File: src/rtl/score_pulser.sv
// Two-digit BCD score keeper for a flappy-style game: counts pass edges with a holdoff
// window, emits per-digit increment pulses and remembers the best score across games.
module score_pulser #(
    parameter int unsigned HOLDOFF = 8
) (
    input  logic       clk,
    input  logic       reset,
    input  logic       start,
    input  logic       pass,
    input  logic       crash,
    output logic       up_ones,
    output logic       up_tens,
    output logic [3:0] ones,
    output logic [3:0] tens,
    output logic [3:0] best_ones,
    output logic [3:0] best_tens,
    output logic       playing,
    output logic       saturated
);

    typedef enum logic [1:0] {IDLE, PLAY, OVER} state_t;

    localparam logic [7:0] HOLD_LD = 8'(HOLDOFF);

    state_t     state_q, state_d;
    logic [3:0] ones_q, ones_d, tens_q, tens_d;
    logic [3:0] best_ones_q, best_ones_d, best_tens_q, best_tens_d;
    logic [7:0] hold_q, hold_d;
    logic       prev_pass_q, prev_pass_d;
    logic       ev_q, ev_d;
    logic       up_ones_q, up_ones_d, up_tens_q, up_tens_d;
    logic       playing_q, playing_d, saturated_q, saturated_d;

    always_comb begin
        state_d     = state_q;
        ones_d      = ones_q;
        tens_d      = tens_q;
        best_ones_d = best_ones_q;
        best_tens_d = best_tens_q;
        hold_d      = (hold_q != 8'd0) ? hold_q - 8'd1 : 8'd0;
        prev_pass_d = pass;
        ev_d        = 1'b0;
        up_ones_d   = 1'b0;
        up_tens_d   = 1'b0;

        case (state_q)
            PLAY: begin
                if (crash) begin
                    // a pending event is dropped: crash always wins
                    state_d = OVER;
                    if ({tens_q, ones_q} > {best_tens_q, best_ones_q}) begin
                        best_tens_d = tens_q;
                        best_ones_d = ones_q;
                    end
                end else begin
                    if (ev_q && !(tens_q == 4'd9 && ones_q == 4'd9)) begin
                        up_ones_d = 1'b1;
                        if (ones_q == 4'd9) begin
                            ones_d    = 4'd0;
                            tens_d    = tens_q + 4'd1;
                            up_tens_d = 1'b1;
                        end else begin
                            ones_d = ones_q + 4'd1;
                        end
                    end
                    // detected event is applied one edge later to give the score its latency
                    if (pass && !prev_pass_q && hold_q == 8'd0) begin
                        ev_d   = 1'b1;
                        hold_d = HOLD_LD;
                    end
                end
            end
            default: begin
                if (start) begin
                    state_d = PLAY;
                    ones_d  = 4'd0;
                    tens_d  = 4'd0;
                    hold_d  = 8'd0;
                end
            end
        endcase

        playing_d   = (state_d == PLAY);
        saturated_d = (tens_d == 4'd9) && (ones_d == 4'd9);
    end

    always_ff @(posedge clk) begin
        if (reset) begin
            state_q     <= IDLE;
            ones_q      <= 4'd0;
            tens_q      <= 4'd0;
            best_ones_q <= 4'd0;
            best_tens_q <= 4'd0;
            hold_q      <= 8'd0;
            prev_pass_q <= 1'b0;
            ev_q        <= 1'b0;
            up_ones_q   <= 1'b0;
            up_tens_q   <= 1'b0;
            playing_q   <= 1'b0;
            saturated_q <= 1'b0;
        end else begin
            state_q     <= state_d;
            ones_q      <= ones_d;
            tens_q      <= tens_d;
            best_ones_q <= best_ones_d;
            best_tens_q <= best_tens_d;
            hold_q      <= hold_d;
            prev_pass_q <= prev_pass_d;
            ev_q        <= ev_d;
            up_ones_q   <= up_ones_d;
            up_tens_q   <= up_tens_d;
            playing_q   <= playing_d;
            saturated_q <= saturated_d;
        end
    end

    assign up_ones   = up_ones_q;
    assign up_tens   = up_tens_q;
    assign ones      = ones_q;
    assign tens      = tens_q;
    assign best_ones = best_ones_q;
    assign best_tens = best_tens_q;
    assign playing   = playing_q;
    assign saturated = saturated_q;

endmodule

File: config.mk
export PLATFORM = sky130hd
export DESIGN_NAME = score_pulser
export DESIGN_NICKNAME = d
export VERILOG_FILES = /design/src/rtl/score_pulser.sv
export SDC_FILE = /design/constraint.sdc
export NUM_CORES = 1
export LEC_CHECK = 0
export CORE_AREA = 2 2 56 58
export CTS_BUF_LIST = sky130_fd_sc_hd__clkbuf_2 sky130_fd_sc_hd__clkbuf_4 sky130_fd_sc_hd__clkbuf_8
export DETAILED_ROUTE_END_ITERATION = 12
export DIE_AREA = 0 0 58 60
export GPL_TIMING_DRIVEN = 0
export PLACE_DENSITY = 0.94
export SETUP_SLACK_MARGIN = 0.3
export SLEW_MARGIN = 10
export SYNTH_ARGS = -nofsm -noshare
export SYNTH_HDL_FRONTEND = slang
export SYNTH_SLANG_ARGS = --single-unit
File: constraint.sdc
create_clock -name clk -period 6 [get_ports clk]
set_input_delay 1.2 -clock clk [delete_from_list [all_inputs] [get_ports clk]]
set_output_delay 1.2 -clock clk [all_outputs]
set_load 0.02 [all_outputs]
=== Word level (Yosys, flattened, before mapping) ===
Cells that the tools add are included.

* Reductions and logical operators: 12
* Bitwise logic cells: 2
* Order comparisons: 1
* Equality and inequality tests: 6
* Add/subtract/negate cells: 3
* Multiplexer cells: 21

{| class="wikitable"
|+ Operators by type and width
! kind !! number
|-
| 2-to-1 mux 4 bit || 10
|-
| 2-to-1 mux 8 bit || 5
|-
| == test 4 bit (second input constant) || 4
|-
| adder 4 x 1 -> 4 bit (second input constant) || 2
|-
| greater-than comparator 8 bit || 1
|-
| logical NOT 8 bit || 1
|-
| nonzero test 8 bit || 1
|-
| subtractor 8 x 1 -> 8 bit (second input constant) || 1
|-
| 2-to-1 mux 2 bit || 3
|-
| logical AND 1 bit || 5
|-
| == test 2 x 1 -> 1 bit (second input constant) || 2
|-
| OR reduction 4 bit || 1
|-
| 2-to-1 mux 1 bit || 3
|-
| AND reduction 3 bit || 1
|-
| OR reduction 3 bit || 1
|-
| logical NOT 1 bit || 2
|-
| inverter 1 bit || 2
|}

* Input port bits: 5
* Word-level logic and storage cells: 57
* Output and inout bits: 20
* Flip-flop bits (word level): 32

=== Longest topological paths before layout ===
* Depth after elaboration: 9
* Mapped depth: 7

=== Least setup slack after synthesis ===
Ideal clock, no wire load.

* Kind: input -> register
* From: input port crash
* To: register saturated_q (netlist: saturated)
* Stages on the path: 5
* Arrival: 2,479 ps
* Library setup time: 88 ps
* Buffers on the path: 0
* Required time: 5,912 ps
* Slack: 3,433 ps
* Cell sequence: and4bb_4 > nand4bb_4 > a311o_1 > a211o_1 > nor4_2

* Word-level cells in the longest chain between the ends: 4

{| class="wikitable"
|+ Ends and longest elaborated chain
! what !! line !! text
|-
| start, declared || 10 || <nowiki>input logic crash,</nowiki>
|-
| 2-to-1 mux 4 bit || 48 || <nowiki>if (crash) begin</nowiki>
|-
| 2-to-1 mux 4 bit || 46 || <nowiki>case (state_q)</nowiki>
|-
| == test 4 bit || 84 || <nowiki>saturated_d = (tens_d == 4'd9) && (ones_d == 4'd9);</nowiki>
|-
| logical AND 1 bit (*) || 84 ||
|-
| end signal, assigned || 113 || <nowiki>saturated_q <= saturated_d;</nowiki>
|-
| end, declared || 32 || <nowiki>logic playing_q, playing_d, saturated_q, saturated_d;</nowiki>
|}

Mark *: on every way between the ends. The rest lies on a longest branch, timed or not.
A chain may end at the register's enable or synchronous reset.

=== Final worst setup path ===
Ends and elaborated chain as after synthesis.

==> out/qor.csv <==
stage,metric,value,unit
place,pre-CTS setup slack,2.861,ns
die,Initial Util,55.99,%
layout,share of layout cells above drive strength 1,9.132,%
setup_path,worst-path cell chain,clkdlybuf4s50_1 > and4bb_4 > nand4bb_4 > a311o_1 > a211o_1 > nor4_2,
clock_network,Clock Latency Late Sink,0.35,ns
logic_synthesis,Yosys cell types,45,
run_status,outcome,"complete, no violations",
setup_path,Crit Path Category,in -> reg,
logic_synthesis,Most used DFF post-synth,dfxtp_1,
timing,maximum clock rate,0.3593,GHz
timing,Max Transition Viols Final,0,
setup_path,worst-path maximum fanout,8,
timing,total negative slack,0,ns
die,die width,58,um
clock_network,"Setup Fix Bufs, Post-CTS",0,
timing,final worst path period share,46.39,%
timing,setup ws final,3.216,ns
clock_network,Worst-path clk slew,0.10,ns
logic_synthesis,Post-Syn Area,1625,um2
logic_synthesis,Post-Syn Area per Cell,8.691,um2
clock_network,CTS tree,done,
flow_run,Max Cap Violations,0,
timing,Setup Viol. Count Final,0,
clock_network,"Hold-fix buffers, CTS",0,
layout,Filler cells,230,
die,io pins,25,
global_route,largest net degree at the start of global routing,11,
place,global placer's final weighted congestion,0.7923,
setup_path,CP max-delay cell,clkdlybuf4s50_1,
layout,number of diodes,0,
routing,DRC violations left,0,
global_route,GR Util All Layers,23.22,%
setup_path,CP Data Required Time,6.26,ns
setup_path,Setup crit end kind,flip-flop,
routing,DR iter-0 viols,37,
setup_path,max incr delay on CP,0.44,ns
clock_network,CTS Sinks,32,
clock_network,cts repair resizes,0,
setup_path,WP data arrival,3.04,ns
timing,RSZ-0062 raised after global routing,no,
layout,synth-to-layout area growth,22.25,%
clock_network,CTS root buffer,clkbuf_4,
die,Core Region,2903,um2
power_and_ir_drop,PwrDens,281.8,nW/um2
die,# rows,20,
logic_synthesis,sequential share of the synthesized area,39.41,%
layout,Nets,235,
logic_synthesis,Synthesized Nets,204,
timing,Hold Fails Final Rpt,0,
logic_synthesis,"EDFF count, synth",0,
logic_synthesis,#FFs+latches synth,32,
logic_synthesis,"Async S/R FF share, synth",0,%
timing,Worst-Margin Slew,0.7568,ns
routing,Post-DRT Antenna Nets,0,
global_route,global-route wire length before repair,6051,um
clock_network,clk buf depth,2,
place,Port Buffers,24,
clock_network,number of buffers created by CTS,5,
setup_path,worst path bufs/invs,1,
clock_network,H-tree depth,2,
logic_synthesis,Synth warnings,0,
global_route,gr ovfl total,0,
logic_synthesis,post-synthesis cell count,187,
routing,drt via density,5.968,
routing,final wirelength,3647,um
timing,relative max-transition margin,49.50,%
timing,crit path time final,2.784,ns
global_route,initial antenna violation count,0,
routing,DR pass1 iterations,4,
power_and_ir_drop,Worst VDD drop,278.1,uV
die,Die H,60,um
timing,Final Skew,0.01174,ns
place,detailed placement HPWL,2622,um
setup_path,"delay-heaviest family, CP",simple AND/OR/NAND/NOR gates,
global_route,vias in the first global route,1378,
setup_path,startpoint types,input port,
routing,DR vias,1504,
routing,WL/cell,14.47,um
worst_hold_path,HP Class,reg -> reg,
die,die area,3480,um2
power_and_ir_drop,LEAKAGE,0.7360,nW
-- Yosys cell counts (2+ instances only) --
master / instances / share of area [%]
a21oi_1: 19 / 5.9
nor2_1: 20 / 4.6
nor3_1: 4 / 1.2
or2_2: 4 / 1.5
o211ai_1: 3 / 1.4
o21bai_1: 2 / 0.92
xnor2_1: 3 / 1.6
ha_1: 12 / 9.2
o21ai_0: 9 / 2.8
nand4_1: 2 / 0.77
nor4b_1: 2 / 1.1
nor3b_1: 2 / 0.92
nand2_1: 8 / 1.8
dfxtp_1: 32 / 39
nand2b_1: 2 / 0.77
nand3_1: 15 / 4.6
xor2_1: 3 / 1.6
clkbuf_1: 3 / 0.69
inv_1: 16 / 3.7
-- power breakdown --
group	leakage, nW	switching (W)	total [W]	internal [W]
clock	0.0456	0.0000752	0.000167	0.0000918
sequential	0.260	0.0000185	0.000253	0.000235
combinational	0.430	0.0000764	0.000140	0.0000633
-- metal layers --
| metal | global-route usage (%) | up-vias | wire, um |
|---|---|---|---|
| li1 | - | 731 | - |
| met2 | 37.50 | 55 | 1784 |
| met4 | 16.61 | 0 | 141 |
| met3 | 5.411 | 15 | 195 |
| met1 | 27.07 | 703 | 1525 |
| met5 | 0 | - | 0 |
-- cells in the final DEF (no fill, tap or decap), types with 2 or more instances in the layout --
master	synthesis	final
clkdlybuf4s50_1	0	24
nand2_1	8	8
inv_1	16	16
clkbuf_1	3	3
nor4b_1	2	2
xor2_1	3	3
dfxtp_1	32	32
or2_2	4	4
xnor2_1	3	3
nand2b_1	2	2
o21bai_1	2	2
nor3b_1	2	2
o211ai_1	3	3
ha_1	12	12
o21ai_0	9	9
clkbuf_4	0	6
a21oi_1	19	19
nand3_1	15	15
nor3_1	4	4
nor2_1	20	20
nand4_1	2	2
-- worst reg2reg max path: cells and delay by family (launching register included) --
| family | cells | cell delay [ns] |
|---|---|---|
| compound gates | 2 | 0.65 |
| simple gates | 3 | 0.92 |
| flops | 1 | 0.46 |
-- path summary, 6_finish.rpt --
check,from,to,slack [ns],cells past startpoint
hold / removal,hold_q[0],hold_q[0],0.48,1
setup reg to reg,ones[3],saturated,3.88,5
hold reg to reg,hold_q[0],hold_q[0],0.48,1
setup / recovery,crash,saturated,3.22,6
-- through the flow --
stage               cell area (um2)  util, %  hold WS [ns]  cells  total power (W)
CTS                            1987    68.45        0.4884    252        0.0005628
floorplan                      1625        -        0.4258    187        0.0003659
detailed placement             1907    65.69        0.4511    244        0.0003954
global placement               1907    65.69        0.4372    244        0.0003875
global route                   1987    68.45        0.5210    252        0.0005921
finish                         1987    68.45        0.4839    252        0.0005599
-- logic make-up after synthesis --
group                    count (synthesis)  share of synthesized area [%]
buffers and inverters                   19                          4.388
flip-flops                              32                          39.41
adder cells (fa/ha/maj)                 12                          9.238
AND/OR/NAND/NOR                         74                          26.87
AO/OA/AOI/OAI                           43                          16.17
XOR/XNOR                                 6                          3.234
multiplexers                             1                         0.6928
-- sequential cells by signal (all words and copies together) (netlist names) --
name         cells
best_ones        4
up_ones          1
ones             4
tens             4
prev_pass_q      1
state_q          2
playing          1
ev_q             1
up_tens          1
best_tens        4
saturated        1
hold_q           8
-- area by class of cell --
type | instances | area, um2 | area share (%)
plain buffers | 3 | 11.26 | 0.5667
inverters | 16 | 60.06 | 3.023
well taps | 33 | 41.29 | 2.078
repair buffers | 24 | 240.2 | 12.09
clock buffers | 6 | 45.04 | 2.267
multi-input cells | 136 | 913.4 | 45.97
clock inverters | 2 | 35.03 | 1.763
flip-flops and latches | 32 | 640.6 | 32.24
Note: power is estimated with default switching activity, not from simulation.
